===== src/rtl/uart_byte_receiver.sv =====
// UART 8N1 byte receiver: synchronizes RxD, samples mid-bit, and holds the last good byte
// until acknowledged. Flags bad stop bits (pulse) and bytes lost while a byte was pending (sticky).
module uart_byte_receiver #(
  parameter int CLKS_PER_BIT = 434,
  parameter int SYNC_STAGES  = 2
) (
  input  logic       clk,
  input  logic       rst_n,
  input  logic       RxD,
  input  logic       rx_ack,
  output logic [7:0] data,
  output logic       rx_valid,
  output logic       frame_err,
  output logic       overrun,
  output logic       busy
);
  localparam int CW = $clog2(CLKS_PER_BIT);
  localparam logic [CW-1:0] HALF_M1 = CW'(CLKS_PER_BIT / 2 - 1);
  localparam logic [CW-1:0] FULL_M1 = CW'(CLKS_PER_BIT - 1);

  typedef enum logic [2:0] {IDLE, START, DATA, STOP, WAIT_HIGH} state_e;

  state_e                 state_q, state_d;
  logic [SYNC_STAGES-1:0] sync_q;
  logic                   rxs;
  logic [CW-1:0]          cnt_q, cnt_d;
  logic [2:0]             bit_q, bit_d;
  logic [7:0]             shift_q, shift_d;
  logic [7:0]             data_q, data_d;
  logic                   valid_q, valid_d;
  logic                   ferr_q, ferr_d;
  logic                   ovr_q, ovr_d;

  // Preset to idle-high so reset release never looks like a start edge.
  always_ff @(posedge clk or negedge rst_n) begin
    if (!rst_n) sync_q <= '1;
    else        sync_q <= {sync_q[SYNC_STAGES-2:0], RxD};
  end
  assign rxs = sync_q[SYNC_STAGES-1];

  always_ff @(posedge clk or negedge rst_n) begin
    if (!rst_n) begin
      state_q <= IDLE;
      cnt_q   <= '0;
      bit_q   <= '0;
      shift_q <= '0;
      data_q  <= '0;
      valid_q <= 1'b0;
      ferr_q  <= 1'b0;
      ovr_q   <= 1'b0;
    end else begin
      state_q <= state_d;
      cnt_q   <= cnt_d;
      bit_q   <= bit_d;
      shift_q <= shift_d;
      data_q  <= data_d;
      valid_q <= valid_d;
      ferr_q  <= ferr_d;
      ovr_q   <= ovr_d;
    end
  end

  always_comb begin
    state_d = state_q;
    cnt_d   = cnt_q;
    bit_d   = bit_q;
    shift_d = shift_q;
    data_d  = data_q;
    valid_d = valid_q && !rx_ack;
    ferr_d  = 1'b0;
    ovr_d   = ovr_q;
    unique case (state_q)
      IDLE: begin
        if (!rxs) begin
          state_d = START;
          cnt_d   = '0;
        end
      end
      START: begin
        if (cnt_q == HALF_M1) begin
          cnt_d   = '0;
          bit_d   = '0;
          state_d = rxs ? IDLE : DATA;
        end else begin
          cnt_d = cnt_q + CW'(1);
        end
      end
      DATA: begin
        if (cnt_q == FULL_M1) begin
          cnt_d   = '0;
          shift_d = {rxs, shift_q[7:1]};
          bit_d   = bit_q + 3'd1;
          if (bit_q == 3'd7) state_d = STOP;
        end else begin
          cnt_d = cnt_q + CW'(1);
        end
      end
      STOP: begin
        if (cnt_q == FULL_M1) begin
          cnt_d = '0;
          if (rxs) begin
            // A same-cycle ack means the old byte was consumed, so nothing is lost.
            data_d  = shift_q;
            valid_d = 1'b1;
            if (valid_q && !rx_ack) ovr_d = 1'b1;
            state_d = IDLE;
          end else begin
            ferr_d  = 1'b1;
            state_d = WAIT_HIGH;
          end
        end else begin
          cnt_d = cnt_q + CW'(1);
        end
      end
      WAIT_HIGH: begin
        if (rxs) state_d = IDLE;
      end
      default: state_d = IDLE;
    endcase
  end

  assign data      = data_q;
  assign rx_valid  = valid_q;
  assign frame_err = ferr_q;
  assign overrun   = ovr_q;
  assign busy      = (state_q != IDLE);
endmodule


===== config.mk =====
export PLATFORM = sky130hd
export DESIGN_NAME = uart_byte_receiver
export DESIGN_NICKNAME = d
export VERILOG_FILES = /design/src/rtl/uart_byte_receiver.sv
export SDC_FILE = /design/constraint.sdc
export NUM_CORES = 1
export LEC_CHECK = 0
export BUFFER_PORTS_ARGS = -buffer_cell sky130_fd_sc_hd__buf_2
export CAP_MARGIN = 20
export CORE_ASPECT_RATIO = 2
export CORE_MARGIN = 1
export CORE_UTILIZATION = 62
export DETAILED_ROUTE_END_ITERATION = 12
export GPL_TIMING_DRIVEN = 0
export PLACE_DENSITY = 0.83
export SLEW_MARGIN = 20
export SYNTH_ARGS = -nofsm -noshare
export SYNTH_HDL_FRONTEND = slang
export SYNTH_SLANG_ARGS = --single-unit

===== constraint.sdc =====
create_clock -name clk -period 3.61 [get_ports clk]
set_input_delay 0.361 -clock clk [delete_from_list [all_inputs] [get_ports clk]]
set_output_delay 0.361 -clock clk [all_outputs]
set_load 0.005 [all_outputs]

==> impl_metrics.py, run 1 <==
metrics = {
    "worst_setup_path": {
        "critPathKind": "reg -> reg",
        "cp_slowest_cell": "dfrtp_1",
        "startpoint_type": "flop",
        "critPathRequiredTime_ns": 3.78,
        "crit_family": "simple AND/OR/NAND/NOR gates",
        "crit_buf_inv": 2,
        "r2r_end": "data[6]",
        "critPathMaxFanout": 10,
        "critPathArrivalTime_ns": 2.17,
        "reg2reg_setup_slack_ns": 1.61,
        "path_cells": "inv_1 -> ha_1 -> and4bb_2 -> and2_4 -> and4_4 -> buf_6 -> mux2_4",
        "regToRegStartpoint": "cnt_q[1]",
        "end_kind": "flop",
        "reg2reg_depth": 7,
        "critPathMaxStageDelay_ns": 0.42,
        "worst-path-stages": 7,
    },
    "clock_network": {
        "clk_latency_ns": 0.28,
        "cts_setup_buffers": 0,
        "htreeDepth": 2,
        "path_clk_slew_ns": 0.07,
        "root_buffer": "clkbuf_8",
        "numCtsBuffers": 5,
        "ctsResizeCount": 0,
        "cts.sink_count": 36,
        "cts_tree": "built",
        "hold_buffers": 0,
        "clk_path_buf_depth": 2,
    },
    "timing": {
        "setup_ws_ns": 1.61,
        "holdWs_ns": 0.147,
        "min_period_ns": 2.00,
        "setup_violations": 0,
        "slew_headroom_pct": 48.4,
        "drv_slew": 0,
        "tns_ns": 0,
        "finalHoldViolCount": 0,
        "rsz0062_at_grt": "no",
        "tightest_slew_ns": 0.774,
        "finClkSkew_ns": 0.00262,
        "period_share_pct": 55.5,
        "max_freq_mhz": 499,
    },
    "global_route": {
        "grt-ovfl-total": 0,
        "grt_pass1_vias": 1255,
        "grt_pass1_wl_um": 5380,
        "use_met3_pct": 6.86,
        "met1_usage_pct": 25.0,
        "use_met2_pct": 45.4,
        "antenna_found_initial": 0,
        "track_usage_pct": 25.7,
        "grt_max_degree": 37,
        "grt-busiest-layer": "met2",
    },
    "flow_run": {
        "maxCapViolCount": 0,
    },
    "floorplanning": {
        "start_util_pct": 64.4,
        "dieHeight_um": 77.4,
        "die_w_um": 39.7,
        "core_um2": 2740,
        "die_area_um2": 3070,
        "fp-row-count": 27,
        "ioPinCount": 16,
    },
    "synthesis": {
        "synth_edf_count": 0,
        "synth_xor_area_share_pct": 0,
        "synth_top_family_by_area": "simple AND/OR/NAND/NOR gates",
        "synth_area_per_cell_um2": 11.9,
        "yosys.cell_types.count": 41,
        "synthSimpleGateAreaFrac_pct": 17.5,
        "yosys_register_bits": 36,
        "synth-async-reset-ratio_pct": 100,
        "syn_nets": 157,
        "netlist_instances": 148,
        "synth_mux_area_share_pct": 13.1,
        "netlist_area_um2": 1760,
        "yosys_warnings": 0,
        "synthAdderAreaFrac_pct": 3.55,
        "ys_seq_area_share_pct": 51.3,
        "synth_compound_area_share_pct": 11.9,
        "synth-main-ff-cell": "dfrtp_1",
    },
    "place": {
        "pre_cts_slack_ns": 1.60,
        "dp_hpwl_um": 2400,
        "place_congestion": 0.817,
        "port_buffers": 15,
    },
    "drt": {
        "routed_wl_um": 3260,
        "drcViolationCount": 0,
        "vias_per_cell": 6.15,
        "routed-via-count": 1229,
        "drt_iter0_markers": 22,
        "ant_nets": 0,
        "firstDrtPassIters": 4,
        "wl_per_cell_um": 16.3,
    },
    "final_layout": {
        "multiInputGateArea_um2": 813,
        "fill_cells": 188,
        "final_nets": 179,
        "register_area_um2": 903,
        "n_antenna_cell": 0,
        "drive_above_1_share_pct": 29.8,
        "areaGrowthSynthToFinish_pct": 11.3,
    },
    "power": {
        "p_leak_nw": 1.02,
        "peakVddDrop_mv": 0.347,
        "power-per-cell-area_nw_per_um2": 352,
    },
    "worst_hold_path": {
        "hold_path_class": "in -> async",
    },
    "status": {
        "status": "completed",
    },
}
how the worst max path moves through the flow:
stage / end / from / slack (ns)
6_report: data[6] / cnt_q[1] / 1.61
5_1_grt: data[2] / cnt_q[1] / 1.54
4_1_cts: data[6] / cnt_q[1] / 1.59
3_5_place_dp: data[6] / cnt_q[1] / 1.60
3_3_place_gp: data[7] / cnt_q[1] / 1.65
2_1_floorplan: data[0] / cnt_q[1] / 1.77
cell usage after synthesis (all sizes together), types with 3 or more instances:
library cell	number	area, µm²
nor2b	3	18.8
o31a	3	26.3
mux2	17	221
dfrtp	34	851
a21oi	3	15.0
clkbuf	3	11.3
nand2	23	86.3
nor2	6	22.5
nand3	4	20.0
ha	5	62.6
o22ai	5	31.3
o21ai	3	15.0
inv	3	11.3
stage by stage:
stage | cell area [µm²] | utilization, % | total power (W) | instances
5_1_grt | 1960 | 71.7 | 0.000718 | 200
6_report | 1960 | 71.7 | 0.000691 | 200
3_5_place_dp | 1870 | 68.4 | 0.000424 | 192
3_3_place_gp | 1870 | 68.4 | 0.000423 | 192
4_1_cts | 1960 | 71.7 | 0.000699 | 200
2_1_floorplan | 1760 | - | 0.000414 | 148
per-layer routing:
metal	routed length [µm]	up-vias
li1	-	582
met4	91	0
met1	1200	617
met3	74	10
met5	0	-
met2	1890	20
power by group:
part,leakage (nW),internal [W],switching [W],total (W)
sequential,0.481,0.000405,0.00000139,0.000407
clock,0.0479,0.000134,0.000141,0.000275
combinational,0.490,0.00000138,0.00000780,0.00000919
total,1.02,0.000541,0.000150,0.000691
flip-flops by register name, summed over array words and instances (netlist names):
register   flops
data           8
cnt_q          9
overrun        1
frame_err      1
rx_valid       1
bit_q          3
shift_q        8
state_q        3
sync_q         2
final cells by class:
type | count | share of cell area (%)
Multi-Input combinational cell | 104 | 41.5
Clock inverter | 3 | 0.957
Sequential cell | 36 | 46.1
Buffer | 5 | 1.72
Clock buffer | 5 | 3.51
Tap cell | 29 | 1.85
Timing Repair Buffer | 15 | 3.83
Inverter | 3 | 0.574
kinds of logic after synthesis:
family / after synthesis
adders and majority gates: 5
buffers and inverters: 8
DFF: 36
and+or+nand+nor: 53
AOI/OAI and AO/OA: 28
muxes: 18
layout by cell type (no fill, tap or decap), types with 2 or more instances in the layout:
cell,count
o21ai_0,3
a21o_1,2
clkinv_2,2
dfrtp_1,34
a22o_1,2
nor3_1,2
dfstp_2,2
o211ai_1,2
and4b_1,2
mux2_2,9
o31a_1,3
nor2b_1,3
o22ai_1,5
clkbuf_1,3
nor2_1,6
buf_6,2
ha_1,5
o21a_1,2
clkbuf_8,5
nor4_1,2
buf_2,15
a21oi_1,3
nand2_1,23
nand3_1,4
inv_1,3
mux2_4,8
Note: power is estimated with default switching activity, not from simulation.
==> inputs of run 2 (changes only) <==
--- a/config.mk
+++ b/config.mk
@@ -9,10 +9,10 @@
 export CAP_MARGIN = 20
 export CORE_ASPECT_RATIO = 2
 export CORE_MARGIN = 1
-export CORE_UTILIZATION = 62
+export CORE_UTILIZATION = 52
 export DETAILED_ROUTE_END_ITERATION = 12
 export GPL_TIMING_DRIVEN = 0
-export PLACE_DENSITY = 0.83
+export PLACE_DENSITY = 0.74
 export SLEW_MARGIN = 20
 export SYNTH_ARGS = -nofsm -noshare
 export SYNTH_HDL_FRONTEND = slang
==> constraint.sdc (replaced) <==
create_clock -name clk -period 1.7 [get_ports clk]
set_input_delay 0.17 -clock clk [delete_from_list [all_inputs] [get_ports clk]]
set_output_delay 0.17 -clock clk [all_outputs]
set_load 0.005 [all_outputs]
==> impl_metrics.py, run 2 (synthesized netlist as in run 1, its figures left out) <==
metrics = {
    "worst_setup_path": {
        "worst-path-stages": 7,
        "end_kind": "flop",
        "critPathKind": "reg -> reg",
        "crit_family": "simple AND/OR/NAND/NOR gates",
        "path_cells": "inv_2 -> ha_4 -> and4bb_2 -> and2_4 -> and4_4 -> clkbuf_16 -> mux2_4",
        "crit_path_end": "data[4]",
        "critPathMaxStageDelay_ns": 0.39,
        "crit_start": "cnt_q[1]",
        "critPathArrivalTime_ns": 1.98,
        "reg2reg_depth": 7,
        "reg2reg_setup_slack_ns": -0.10,
        "critPathMaxFanout": 4,
        "critPathRequiredTime_ns": 1.88,
        "crit_buf_inv": 2,
        "cp_slowest_cell": "dfrtp_1",
        "r2r_end": "data[4]",
        "regToRegStartpoint": "cnt_q[1]",
        "startpoint_type": "flop",
    },
    "clock_network": {
        "path_clk_slew_ns": 0.07,
        "cts_tree": "built",
        "root_buffer": "clkbuf_8",
        "htreeDepth": 2,
        "clk_path_buf_depth": 2,
        "cts.sink_count": 36,
        "clk_latency_ns": 0.29,
        "numCtsBuffers": 5,
    },
    "status": {
        "violations": "negative setup slack",
        "status": "complete, but fails checks",
    },
    "drt": {
        "vias_per_cell": 5.78,
        "drt_iter0_markers": 14,
        "routed_wl_um": 3430,
        "routed-via-count": 1266,
        "firstDrtPassIters": 4,
        "ant_nets": 0,
        "drcViolationCount": 0,
        "wl_per_cell_um": 15.7,
    },
    "floorplanning": {
        "start_util_pct": 55.2,
        "ioPinCount": 16,
        "die_area_um2": 3640,
        "fp-row-count": 29,
        "dieHeight_um": 84.3,
        "die_w_um": 43.2,
        "core_um2": 3190,
    },
    "power": {
        "peakVddDrop_mv": 0.651,
        "power.total_w": 0.00163,
        "power-per-cell-area_nw_per_um2": 726,
        "p_leak_nw": 1.14,
    },
    "final_layout": {
        "n_antenna_cell": 0,
        "final_common_cell": "dfrtp_1",
        "fill_cells": 256,
        "final_nets": 196,
        "largest_reg_flops": 9,
        "layout_common_cells": "dfrtp_1, nand2_1, buf_2, buf_4, mux2_2",
        "final_cells": 219,
        "areaGrowthSynthToFinish_pct": 27.1,
        "largest_register": "cnt_q",
        "drive_above_1_share_pct": 42.6,
    },
    "timing": {
        "max_freq_mhz": 555,
        "setup_violations": 16,
        "setup_ws_ns": -0.103,
        "finClkSkew_ns": 0.00220,
        "slew_headroom_pct": 48.0,
        "tightest_slew_ns": 0.779,
        "rsz0062_at_grt": "yes",
        "drv_slew": 0,
        "period_share_pct": 106,
        "finalHoldViolCount": 0,
        "min_period_ns": 1.80,
    },
    "global_route": {
        "grt_max_degree": 37,
        "grt-ovfl-total": 0,
        "track_usage_pct": 20.6,
        "grt_pass1_wl_um": 5690,
        "grt_pass1_vias": 1305,
        "antenna_found_initial": 0,
    },
    "place": {
        "port_buffers": 15,
        "dp_hpwl_um": 2360,
        "place_congestion": 0.806,
        "dp_cells": 194,
    },
    "flow_run": {
        "maxCapViolCount": 0,
    },
    "worst_hold_path": {
        "hold_path_class": "in -> reg",
        "hold-path-cell-count": 3,
    },
}
[run 2: changes by cell type in the layout (fill, tap and decap cells not counted), sizes merged]
cell	change
clkinvlp	+1
bufinv	+1
clkbuf	+1
buf	+14
dlygate4sd3	+2
clkinv	-2
[run 2: through the flow]
step / setup TNS, ns / instance area, µm² / worst slack [ns] / hold slack, ns / utilization, %
after floorplan: -1.06 / 1770 / -0.133 / -0.126 / -
after global placement: -2.25 / 1880 / -0.240 / 0.275 / 58.9
after detailed placement: -3.05 / 1880 / -0.293 / 0.277 / 58.9
after CTS: -1.34 / 2070 / -0.138 / 0.170 / 65.0
after global routing: -2.55 / 2240 / -0.172 / 0.194 / 70.1
final: -0.978 / 2240 / -0.103 / 0.177 / 70.1
[run 2: how the worst min path moves through the flow]
stage / startpoint / to
final: rx_ack / rx_valid
after global routing: rx_ack / rx_valid
after CTS: rx_ack / rx_valid
after detailed placement: RxD / sync_q[0]
after global placement: RxD / sync_q[0]
after floorplan: rst_n / bit_q[0]
[run 2: worst register-to-register path: cells and delay by family (launching register included)]
kind / cells / cell delay [ns]
multiplexers: 1 / 0.29
AND/OR/NAND/NOR: 3 / 0.66
buffers and inverters: 2 / 0.23
flip-flops: 1 / 0.39
adder cells (fa/ha/maj): 1 / 0.12
[run 2: what timing repair did]
action	4_1_cts	5_1_grt
hold buffers	2	0
gates resized for setup	5	23
pin swaps	1	7
endpoints found under the hold margin	35	0
cloned	0	1
buffers inserted	5	9
endpoints found under the setup margin	19	29
[run 2: power breakdown]
part / switching [W] / internal (W) / total [W] / leakage (nW)
Sequential: 0.00000297 / 0.000861 / 0.000864 / 0.479
Combinational: 0.0000173 / 0.00000594 / 0.0000232 / 0.611
Clock: 0.000305 / 0.000433 / 0.000738 / 0.0541
[run 2: area by class of cell]
| class | count | area (µm²) | share of cell area, % |
|---|---|---|---|
| Multi-Input combinational cell | 104 | 891 | 39.8 |
| Timing Repair Buffer | 32 | 236 | 10.6 |
| Buffer | 5 | 45.0 | 2.01 |
| Tap cell | 31 | 38.8 | 1.73 |
| Inverter | 3 | 11.3 | 0.503 |
| Clock buffer | 5 | 68.8 | 3.07 |
| Sequential cell | 36 | 906 | 40.4 |
| Clock inverter | 3 | 42.5 | 1.90 |
[run 2: layer usage]
layer | GRT usage, % | vias to the layer above | part of all wire, %
met3 | 4.52 | 8 | 2.9
met4 | 9.09 | 0 | 2.8
li1 | - | 614 | -
met2 | 38.3 | 21 | 58
met5 | 0 | - | 0
met1 | 20.5 | 623 | 36
==> inputs of run 3 (changes only) <==
--- a/config.mk
+++ b/config.mk
@@ -5,6 +5,7 @@
 export SDC_FILE = /design/constraint.sdc
 export NUM_CORES = 1
 export LEC_CHECK = 0
+export ABC_AREA = 1
 export BUFFER_PORTS_ARGS = -buffer_cell sky130_fd_sc_hd__buf_2
 export CAP_MARGIN = 20
 export CORE_ASPECT_RATIO = 2
==> impl_metrics.py, run 3 <==
metrics = {
    "synthesis": {
        "yosysMostFrequentCell": "nand2_1",
        "ys_top_cells_by_count": "nand2_1, dfrtp_1, inv_1",
        "synth-main-ff-cell": "dfrtp_1",
        "synthTopCellsByArea": "dfrtp_1, nand2_1, inv_1",
        "synth-async-reset-ratio_pct": 100,
        "synth_top_area_share_pct": 46.6,
        "yosys_warnings": 0,
        "syn_nets": 208,
        "netlist_area_um2": 1830,
        "synth_edf_count": 0,
        "yosys_register_bits": 36,
        "netlist_instances": 199,
        "synth.largest_area_cell": "dfrtp_1",
        "yosys.cell_types.count": 30,
        "synth_area_per_cell_um2": 9.18,
        "ys_seq_area_share_pct": 49.5,
    },
    "clock_network": {
        "clk_latency_ns": 0.30,
        "ctsResizeCount": 0,
        "numCtsBuffers": 5,
        "hold_buffers": 2,
        "htreeDepth": 2,
        "cts_tree": "built",
        "clk_path_buf_depth": 2,
        "path_clk_slew_ns": 0.08,
        "cts.sink_count": 36,
        "root_buffer": "clkbuf_8",
        "cts_setup_buffers": 0,
    },
    "place": {
        "dp_hpwl_um": 2630,
        "pre_cts_slack_ns": 0.115,
        "place_area_um2": 1940,
        "port_buffers": 15,
        "place_congestion": 0.912,
    },
    "drt": {
        "drcViolationCount": 0,
        "drt_iter0_markers": 20,
        "firstDrtPassIters": 4,
        "routed_wl_um": 3370,
        "ant_nets": 0,
        "routed-via-count": 1329,
        "wl_per_cell_um": 13.2,
        "vias_per_cell": 5.19,
    },
    "worst_setup_path": {
        "critPathArrivalTime_ns": 1.80,
        "critPathKind": "reg -> reg",
        "critPathRequiredTime_ns": 1.91,
        "critPathMaxStageDelay_ns": 0.40,
        "cp_slowest_cell": "dfrtp_1",
        "path_cells": "inv_1 -> ha_1 -> nand2_1 -> nor2_4 -> nand2_4 -> clkinv_4 -> nand3_4 -> buf_6 -> o21bai_2",
        "critPathMaxFanout": 10,
        "end_kind": "flop",
        "startpoint_type": "flop",
    },
    "global_route": {
        "antenna_found_initial": 0,
        "track_usage_pct": 21.3,
        "grt_max_degree": 37,
        "grt_pass1_vias": 1343,
        "grt_pass1_wl_um": 5830,
        "grt-ovfl-total": 0,
    },
    "final_layout": {
        "finish.instance_area_um2": 2040,
        "final_common_cell": "nand2_1",
        "drive_above_1_share_pct": 26.3,
        "final_nets": 232,
        "largest_reg_flops": 9,
        "fin_util_pct": 60.5,
        "n_antenna_cell": 0,
        "fill_cells": 303,
        "register_area_um2": 903,
        "largest_register": "cnt_q",
        "multiInputGateArea_um2": 786,
        "layout_common_cells": "nand2_1, dfrtp_1, inv_1, buf_2",
        "areaGrowthSynthToFinish_pct": 11.8,
    },
    "timing": {
        "max_freq_mhz": 632,
        "tightest_slew_ns": 0.801,
        "finalHoldViolCount": 0,
        "drv_slew": 0,
        "period_share_pct": 93.0,
        "slew_headroom_pct": 46.6,
        "setup_violations": 0,
        "rsz0062_at_grt": "no",
        "min_period_ns": 1.58,
        "tns_ns": 0,
        "setup_ws_ns": 0.118,
        "finClkSkew_ns": 0.0133,
    },
    "floorplanning": {
        "dieHeight_um": 85.8,
        "die_area_um2": 3770,
        "die_w_um": 43.9,
        "start_util_pct": 54.1,
        "core_um2": 3380,
        "fp-row-count": 30,
        "ioPinCount": 16,
    },
    "power": {
        "power-per-cell-area_nw_per_um2": 720,
        "p_leak_nw": 1.02,
        "peakVddDrop_mv": 0.967,
        "power.total_w": 0.00147,
    },
    "worst_hold_path": {
        "hold_path_class": "in -> reg",
    },
    "flow_run": {
        "maxCapViolCount": 0,
    },
    "status": {
        "status": "completed",
    },
}
-- run 3: logic make-up after synthesis --
group | Yosys count | synth area share (%)
simple gates | 94 | 25.6
flops | 36 | 49.5
buf+inv | 31 | 7.53
compound gates | 28 | 11.6
xor+xnor | 5 | 2.40
fa+ha+maj | 5 | 3.42
-- run 3: final cells by class --
| class | instances | share of cell area, % |
|---|---|---|
| Buffer | 3 | 1.35 |
| Clock buffer | 7 | 3.74 |
| Tap cell | 32 | 1.96 |
| Clock inverter | 1 | 0.245 |
| Inverter | 28 | 5.39 |
| Timing Repair Buffer | 17 | 4.65 |
| Sequential cell | 36 | 44.2 |
| Multi-Input combinational cell | 132 | 38.5 |
-- run 3: critical path, delay by kind of cell (launching register included) --
family / cells / cell delay (ns)
and+or+nand+nor: 4 / 0.43
buffers and inverters: 3 / 0.37
DFF: 1 / 0.40
adders and majority gates: 1 / 0.18
AOI/OAI and AO/OA: 1 / 0.11
-- run 3: through the flow --
stage               cells  hold slack, ns
detailed placement    246           0.283
global placement      246           0.275
floorplan             199          -0.126
finish                256           0.165
CTS                   256           0.163
global route          256           0.184
-- run 3: final timing paths --
kind / start / end / slack, ns / cells after the start
hold reg to reg: sync_q[0] / sync_q[1] / 0.36 / 0
max in group asynchronous: rst_n / shift_q[7] / 0.69 / 2
min in group asynchronous: rst_n / cnt_q[6] / 0.50 / 2
setup reg to reg: cnt_q[1] / overrun / 0.12 / 9
setup / recovery: cnt_q[1] / overrun / 0.12 / 9
hold / removal: rx_ack / rx_valid / 0.17 / 4
-- run 3: layer usage --
layer	vias to the layer above	routed length (µm)	track usage [%]
li1	666	-	-
met1	626	1240	21.8
met2	22	1900	37.3
met3	15	67	3.79
met4	0	157	14.6
met5	-	0	0
-- run 3: report_power, final --
part	leakage (nW)	switching, W	total (W)	internal [W]
registers	0.481	0.00000393	0.000865	0.000861
logic	0.501	0.0000186	0.0000248	0.00000620
clock network	0.0422	0.000295	0.000583	0.000287
